## src/rtl/regfile_write_queue.sv

```systemverilog
`default_nettype none
// ============================================================================
//  Module      : regfile_write_queue
//  Description : Write-back buffer in front of the register file write port.
//                Writes arrive on a valid/ready interface, are held in an
//                in-order FIFO and drain one per cycle when the regfile port
//                is granted. A lookup port forwards the youngest pending value
//                for an address, so regfile read + lookup is always current.
//  Ports       : CLK, ASYNCRESET        clock / async active-high reset
//                in_valid/in_ready      producer write handshake
//                in_addr/in_data        write payload
//                rf_ready               regfile port granted this cycle
//                rf_write_en/addr/data  head entry presented to the regfile
//                lookup_addr            address being read from the regfile
//                lookup_hit/data        youngest pending match (0 on miss)
//                count                  entries currently held
//  Revision    : 1.0  initial release
// ============================================================================
module regfile_write_queue #(
  parameter int ADDR_WIDTH = 2,
  parameter int DATA_WIDTH = 4,
  parameter int DEPTH      = 4
) (
  input  logic                     CLK,
  input  logic                     ASYNCRESET,
  input  logic                     in_valid,
  output logic                     in_ready,
  input  logic [ADDR_WIDTH-1:0]    in_addr,
  input  logic [DATA_WIDTH-1:0]    in_data,
  input  logic                     rf_ready,
  output logic                     rf_write_en,
  output logic [ADDR_WIDTH-1:0]    rf_write_addr,
  output logic [DATA_WIDTH-1:0]    rf_write_data,
  input  logic [ADDR_WIDTH-1:0]    lookup_addr,
  output logic                     lookup_hit,
  output logic [DATA_WIDTH-1:0]    lookup_data,
  output logic [$clog2(DEPTH):0]   count
);

  localparam int c_ptr_w = $clog2(DEPTH);
  localparam int c_cnt_w = c_ptr_w + 1;
  localparam logic [c_cnt_w-1:0] c_depth_cnt = c_cnt_w'(DEPTH);
  localparam logic [c_ptr_w-1:0] c_ptr_one   = c_ptr_w'(1);
  localparam logic [c_cnt_w-1:0] c_cnt_one   = c_cnt_w'(1);

  logic [c_ptr_w-1:0]    wr_ptr_q, wr_ptr_d;
  logic [c_ptr_w-1:0]    rd_ptr_q, rd_ptr_d;
  logic [c_cnt_w-1:0]    count_q, count_d;
  logic [DEPTH-1:0]      valid_q, valid_d;

  // Payload storage: intentionally not reset, validity is tracked separately.
  logic [ADDR_WIDTH-1:0] addr_mem_q [DEPTH];
  logic [DATA_WIDTH-1:0] data_mem_q [DEPTH];

  logic w_not_empty;
  logic w_push;
  logic w_pop;

  assign w_not_empty = (count_q != '0);
  assign w_pop       = w_not_empty & rf_ready;
  // A full queue still accepts when the head retires in the same cycle.
  assign in_ready    = (count_q < c_depth_cnt) | w_pop;
  assign w_push      = in_valid & in_ready;

  assign rf_write_en   = w_pop;
  assign rf_write_addr = w_not_empty ? addr_mem_q[rd_ptr_q] : '0;
  assign rf_write_data = w_not_empty ? data_mem_q[rd_ptr_q] : '0;
  assign count         = count_q;

  // Next-state for pointers, occupancy and per-entry valid bits.
  always_comb begin
    wr_ptr_d = wr_ptr_q;
    rd_ptr_d = rd_ptr_q;
    count_d  = count_q;
    valid_d  = valid_q;
    // Clear before set: on a full push+pop both pointers hit the same slot,
    // which must end up valid (it now holds the new write).
    if (w_pop) begin
      valid_d[rd_ptr_q] = 1'b0;
      rd_ptr_d          = rd_ptr_q + c_ptr_one;
    end
    if (w_push) begin
      valid_d[wr_ptr_q] = 1'b1;
      wr_ptr_d          = wr_ptr_q + c_ptr_one;
    end
    case ({w_push, w_pop})
      2'b10:   count_d = count_q + c_cnt_one;
      2'b01:   count_d = count_q - c_cnt_one;
      default: count_d = count_q;
    endcase
  end

  always_ff @(posedge CLK or posedge ASYNCRESET) begin
    if (ASYNCRESET) begin
      wr_ptr_q <= '0;
      rd_ptr_q <= '0;
      count_q  <= '0;
      valid_q  <= '0;
    end else begin
      wr_ptr_q <= wr_ptr_d;
      rd_ptr_q <= rd_ptr_d;
      count_q  <= count_d;
      valid_q  <= valid_d;
    end
  end

  always_ff @(posedge CLK) begin
    if (w_push) begin
      addr_mem_q[wr_ptr_q] <= in_addr;
      data_mem_q[wr_ptr_q] <= in_data;
    end
  end

  // Forwarding: walk held entries oldest to youngest so the last match (the
  // youngest) wins. The entry being popped is still included because the
  // regfile is only updated at the coming edge.
  logic [c_ptr_w-1:0] w_scan_idx;

  always_comb begin
    lookup_hit  = 1'b0;
    lookup_data = '0;
    w_scan_idx  = '0;
    for (int i = 0; i < DEPTH; i++) begin
      w_scan_idx = rd_ptr_q + c_ptr_w'(i);
      if (valid_q[w_scan_idx] && (addr_mem_q[w_scan_idx] == lookup_addr)) begin
        lookup_hit  = 1'b1;
        lookup_data = data_mem_q[w_scan_idx];
      end
    end
  end

endmodule
`default_nettype wire

```

## config.mk

```make
export PLATFORM = sky130hd
export DESIGN_NAME = regfile_write_queue
export DESIGN_NICKNAME = d
export VERILOG_FILES = /design/src/rtl/regfile_write_queue.sv
export SDC_FILE = /design/constraint.sdc
export NUM_CORES = 1
export LEC_CHECK = 0
export ABC_AREA = 1
export ABC_CLOCK_PERIOD_IN_PS = 5600
export BUFFER_PORTS_ARGS = -buffer_cell sky130_fd_sc_hd__buf_2
export CAP_MARGIN = 20
export CORE_ASPECT_RATIO = 0.5
export CORE_MARGIN = 2
export CORE_UTILIZATION = 40
export CTS_BUF_LIST = sky130_fd_sc_hd__clkbuf_2 sky130_fd_sc_hd__clkbuf_4 sky130_fd_sc_hd__clkbuf_8
export CTS_CLUSTER_DIAMETER = 50
export DETAILED_ROUTE_END_ITERATION = 10
export PLACE_DENSITY = 0.6
export SYNTH_ARGS = -nofsm -noshare
export SYNTH_HDL_FRONTEND = slang
export SYNTH_SLANG_ARGS = --single-unit
```

## constraint.sdc

```tcl
create_clock -name CLK -period 5.6 [get_ports CLK]
set_input_delay 1.68 -clock CLK [delete_from_list [all_inputs] [get_ports CLK]]
set_output_delay 1.68 -clock CLK [all_outputs]
set_load 0.02 [all_outputs]
```

Word level (Yosys, flattened, before mapping) --
Memory sizes are Yosys's and may differ from the RTL's. Cells that the tools add are included.
Operators by class: equality and inequality tests 6, multipliers 0, mux-type cells 27, shifts and indexed selects 0, divide/modulo/power cells 0, reduce and logical (&&, ||, !) cells 8, $lt $le $gt $ge 8, bitwise logic cells 6, $add $sub $neg 6
Operators with widths (count):
- $mux W4 | 7
- $lt A2 B3 Y1 const B | 5
- $mux W1 | 12
- $bmux W1 S2 | 4
- $eq A2 B2 Y1 | 4
- $logic_and A1 B1 Y1 | 6
- $pmux W3 S2 | 1
- $add A2 B1 Y2 const B | 2
- $add A2 B2 Y2 const B | 2
- $and A4 B4 Y4 | 1
- $demux W1 S2 | 2
- $ge A2 B1 Y1 const B | 2
- $not A4 Y4 | 1
- $or A4 B4 Y4 | 1
- $add A3 B1 Y3 const B | 1
- $lt A3 B3 Y1 const B | 1
- $reduce_bool A3 Y1 | 1
- $sub A3 B1 Y3 const B | 1
- $and A1 B1 Y1 | 2
- $eq A2 B1 Y1 const B | 1
- $eq A2 B2 Y1 const B | 1
- $mux W2 | 1
- $reduce_bool A2 Y1 | 1
- $or A1 B1 Y1 | 1
Word-level totals: bits in read-only memories 0, bits of input ports 12, word-level logic and storage cells 67, memory bits (writable) 24, memories 2, flip-flop bits (word level) 11, output and inout port bits 16, latch bits 0
Memory list:
- data_mem_q | words 4, bits a word 4, read ports 4, clocked after Yosys merged registers in 0, wr ports 1, line 53 | logic [DATA_WIDTH-1:0] data_mem_q [DEPTH];
- addr_mem_q | words 4, bits a word 2, read ports 4, clocked after Yosys merged registers in 0, wr ports 1, line 52 | logic [ADDR_WIDTH-1:0] addr_mem_q [DEPTH];

Depth between registers and ports, before layout --
word-level depth 9, gate-level depth with buffers 15, mapped depth without buffers 13

Worst setup path after synthesis --
No wires, ideal clock.
kind in2out, start in lookup_addr[0], end out lookup_data[0], stages 8, path slack 1.479 ns, arrival time 2.441 ns, path buffers 0, data required time 3.920 ns, cells stage by stage inv_1 a21oi_1 nor2_4 nand2_2 nand3_1 nand2_1 nand2_1 nand2_1
On the way: word-level cells in the longest chain between the ends 6, elaborated cells between the ends (all ways) 12, classes of those cells eq/ne (4); mux (4); reduce/logical (4)
Ends and longest elaborated chain:
- start: declaration | line 34 | input logic [ADDR_WIDTH-1:0] lookup_addr,
- $eq A2 B2 Y1 | line 125 | if (valid_q[w_scan_idx] && (addr_mem_q[w_scan_idx] == lookup_addr)) begin
- $logic_and A1 B1 Y1 | line 125
- $mux W4 (3 in a row) | line 125
- $mux W4 * | line 125
- end: declaration | line 36 | output logic [DATA_WIDTH-1:0] lookup_data,
Mark *: on every way between the ends. The rest lies on a longest branch, timed or not.

Final worst setup path --
start reg rd_ptr_q[1], end out lookup_data[2]
On the way: word-level cells in the longest chain between the ends 7, elaborated cells between the ends (all ways) 25, classes of those cells add/sub (3); eq/ne (4); mux (12); reduce/logical (4); memory (2)
Ends and longest elaborated chain:
- start: declaration | line 47 | logic [c_ptr_w-1:0] rd_ptr_q, rd_ptr_d;
- start signal: assignment | line 101 | rd_ptr_q <= rd_ptr_d;
- $add A2 B1 Y2, or another cell as far along | line 124 | w_scan_idx = rd_ptr_q + c_ptr_w'(i);
- $mem_v2 Z4 W2, or another cell as far along
- $eq A2 B2 Y1, or another cell as far along | line 125
- $logic_and A1 B1 Y1 or $mux W4 (tied branches) | line 125
- $mux W4 (2 in a row) | line 125
- $mux W4 * | line 125
Mark *: on every way between the ends. The rest lies on a longest branch, timed or not. The select of a mux whose other input is x is not followed.

==> results.md <==
* Hpwl dp at 4270 µm
* Drt drc at 0
* Cts hold-fix bufs at 0
* Die ar. at 6540 µm²
* Drt first-iter violations at 168
* Mapped Area at 2350 µm²
* Htree depth at 2
* Clock sink count at 35
* Slew Limit Fails at 0
* Largest net degree at the start of global routing at 42
* Antenna diode count at 0
* Max-cap check violation count at 0
* Post-CTS Resized at 0
* Synth Area in Simple Gates at 0.300
* Family with the most delay on the worst path: buffers and inverters
* Largest stage delay on the critical path at 0.49 ns
* Syn Area/Cell at 7.73 µm²
* CP Class: reg -> out
* CTS tree: done
* Worst-skew pair later-pin latency at 0.28 ns
* Port buffer count at 27
* Post-CTS setup buffers at 0
* Clock tree root buffer cell: clkbuf_8
* Unrepaired setup endpoints after global routing: no
* Post-layout nets at between 300 and 400
* Commonest non-fill, non-tap cell in the layout: nand2_1
* Multi-input logic area at 1160 µm²
* Gate Count Post-Synth at 304
* Worst hold path type: reg -> reg
* Slew margin rel. at 0.531
* Worst Skew at 0.00405 ns
* Tmin final at 4.67 ns
* Layout cell share with drive strength beyond 1 at 0.154
* Arrival time worst endpoint at 2.99 ns
* Core ar. at approximately 5600 µm²
* Area growth syn-to-layout at 11.3%
* Filler Cells Inserted at between 500 and 600
* # rows at 19
* Clock transition at the registers of the reported paths at 0.07 ns
* Ys Warns at 0
* Syn_nets at about 330
* Synth unique cells at 27
* Final Wtd Congestion at 0.830
* Peak Freq at 0.214 GHz
* Final hold vios at 0
* Critical-path cell list: inv_2, ha_1, inv_1, nand3_1, a21oi_1, nor2_4, nand2_2, nand3_1, nand2_1, nand2_1, nand2_1, buf_2
* Outcome: finished clean
* Initial core utilization at 0.422
* Final ANT Viol Nets at 0
* Crit path capture type: primary output
* Cts bufs inserted at 5
* Compound-Gate Fraction of Synth Area at 0.0970
* Sequential area share after synthesis at 0.424
* Worst Setup Start Kind: flip-flop
* XOR/XNOR share of the synthesized area at 0.0224
* Setup_tns at 0 ns
* First-pass DRT Iterations at 5
* Die width at around 110 µm
* Final setup viols at 0
* DR vias at 1,994
* Final worst path period share at 0.833
* CP Data Required Time at 3.92 ns
* Most frequent cells in the layout: 90 x nand2_1, 33 x inv_1, 32 x o21ai_0, 32 x nand3_1, 28 x nor2_1
* Combinational family with the most area after synthesis: simple AND/OR/NAND/NOR gates
* All-Layer GR Usage at 0.178
* Worst Tran Pin Value at 0.701 ns
* Buffers & Inverters on Critical Path at 3
* Vias in the first global route at 1,819
* Wire length per cell after detailed routing at 13.4 µm
* Top-Level Pins at 28
* DR vias/cell at 4.92
* Yosys reg bits at 35
* Die height at roughly 58 µm
* Multiplexer share of the synthesized area at 0.0170
* Initial antenna violation count at 0
* Crit path max fanout at 25
* First-pass GRT wire length at 9040 µm
* Adder-cell share of the synthesized area at 0.0565
* DRT Wirelength at 5430 µm
* Critical-path top delay cell: dfrtp_1
* Clk buf depth at 2
* Most used cell, CP: nand2_1
* Storage element area at 996 µm²
* Global route overflow at 0
[registers in the layout (all words and copies together), names as in the netlist]
name and count:
data_mem_q 16, addr_mem_q 8, rd_ptr_q 2, valid_q 4, wr_ptr_q 2, count 3
[cell type report]
class / count / share of cell area
clock buffers: 7 / 0.0321
well taps: 73 / 0.0349
clock inverters: 1 / 0.00191
inverters: 35 / 0.0502
multi-input cells: 225 / 0.443
flip-flops and latches: 35 / 0.381
repair buffers: 29 / 0.0574
[metal layers]
metal	vias up	global-route usage	wire, µm
li1	1038	-	-
met1	889	0.266	2820
met2	59	0.251	2070
met3	8	0.0471	473
met4	0	0.0557	62
met5	-	0	0
[final timing paths]
path	startpoint	endpoint	slack [ns]	depth (start not counted)
setup / recovery	rd_ptr_q[1]	lookup_data[2]	0.93	12
hold / removal	count[0]	count[0]	0.50	1
setup reg to reg	count[1]	count[2]	3.44	9
hold reg to reg	count[0]	count[0]	0.50	1
max in group asynchronous	ASYNCRESET	valid_q[0]	3.89	2
min in group asynchronous	ASYNCRESET	wr_ptr_q[0]	1.39	2
[synth_stat cells (all sizes together)]
master  number  area (µm²)
nand2       91         344
o21ai       37         193
inv         35         131
nand3       33         170
nor2        32         145
edfxtp      24         721
dfrtp       11         275
ha           9         113
buf          8        60.1
a21oi        7        35.0
mux2i        4        40.0
xor2         4        35.0
or2          3        18.8
xnor2        2        17.5
clkbuf       1        3.75
fa           1        20.0
nand4        1        21.3
nor3         1        5.00
[through the flow]
| stage | worst slack (ns) | cells | utilization | cell area (µm²) | hold WS, ns |
|---|---|---|---|---|---|
| 4_1_cts | 0.957 | 405 | 0.470 | 2620 | 0.513 |
| 5_1_grt | 0.668 | 405 | 0.470 | 2620 | 0.547 |
| 2_1_floorplan | 1.48 | 304 | - | 2350 | 0.473 |
| 6_report | 0.933 | 405 | 0.470 | 2620 | 0.504 |
| 3_3_place_gp | 1.21 | 397 | 0.454 | 2530 | 0.501 |
| 3_5_place_dp | 1.18 | 397 | 0.454 | 2530 | 0.502 |
[cell families after synthesis]
family,Yosys count
compound gates,44
xor+xnor,6
fa+ha+maj,10
buf+inv,44
flops,35
mux,4
simple gates,161
Power is not shown: default switching activity piles up to over one toggle a cycle in this logic, so the estimate is an artifact.
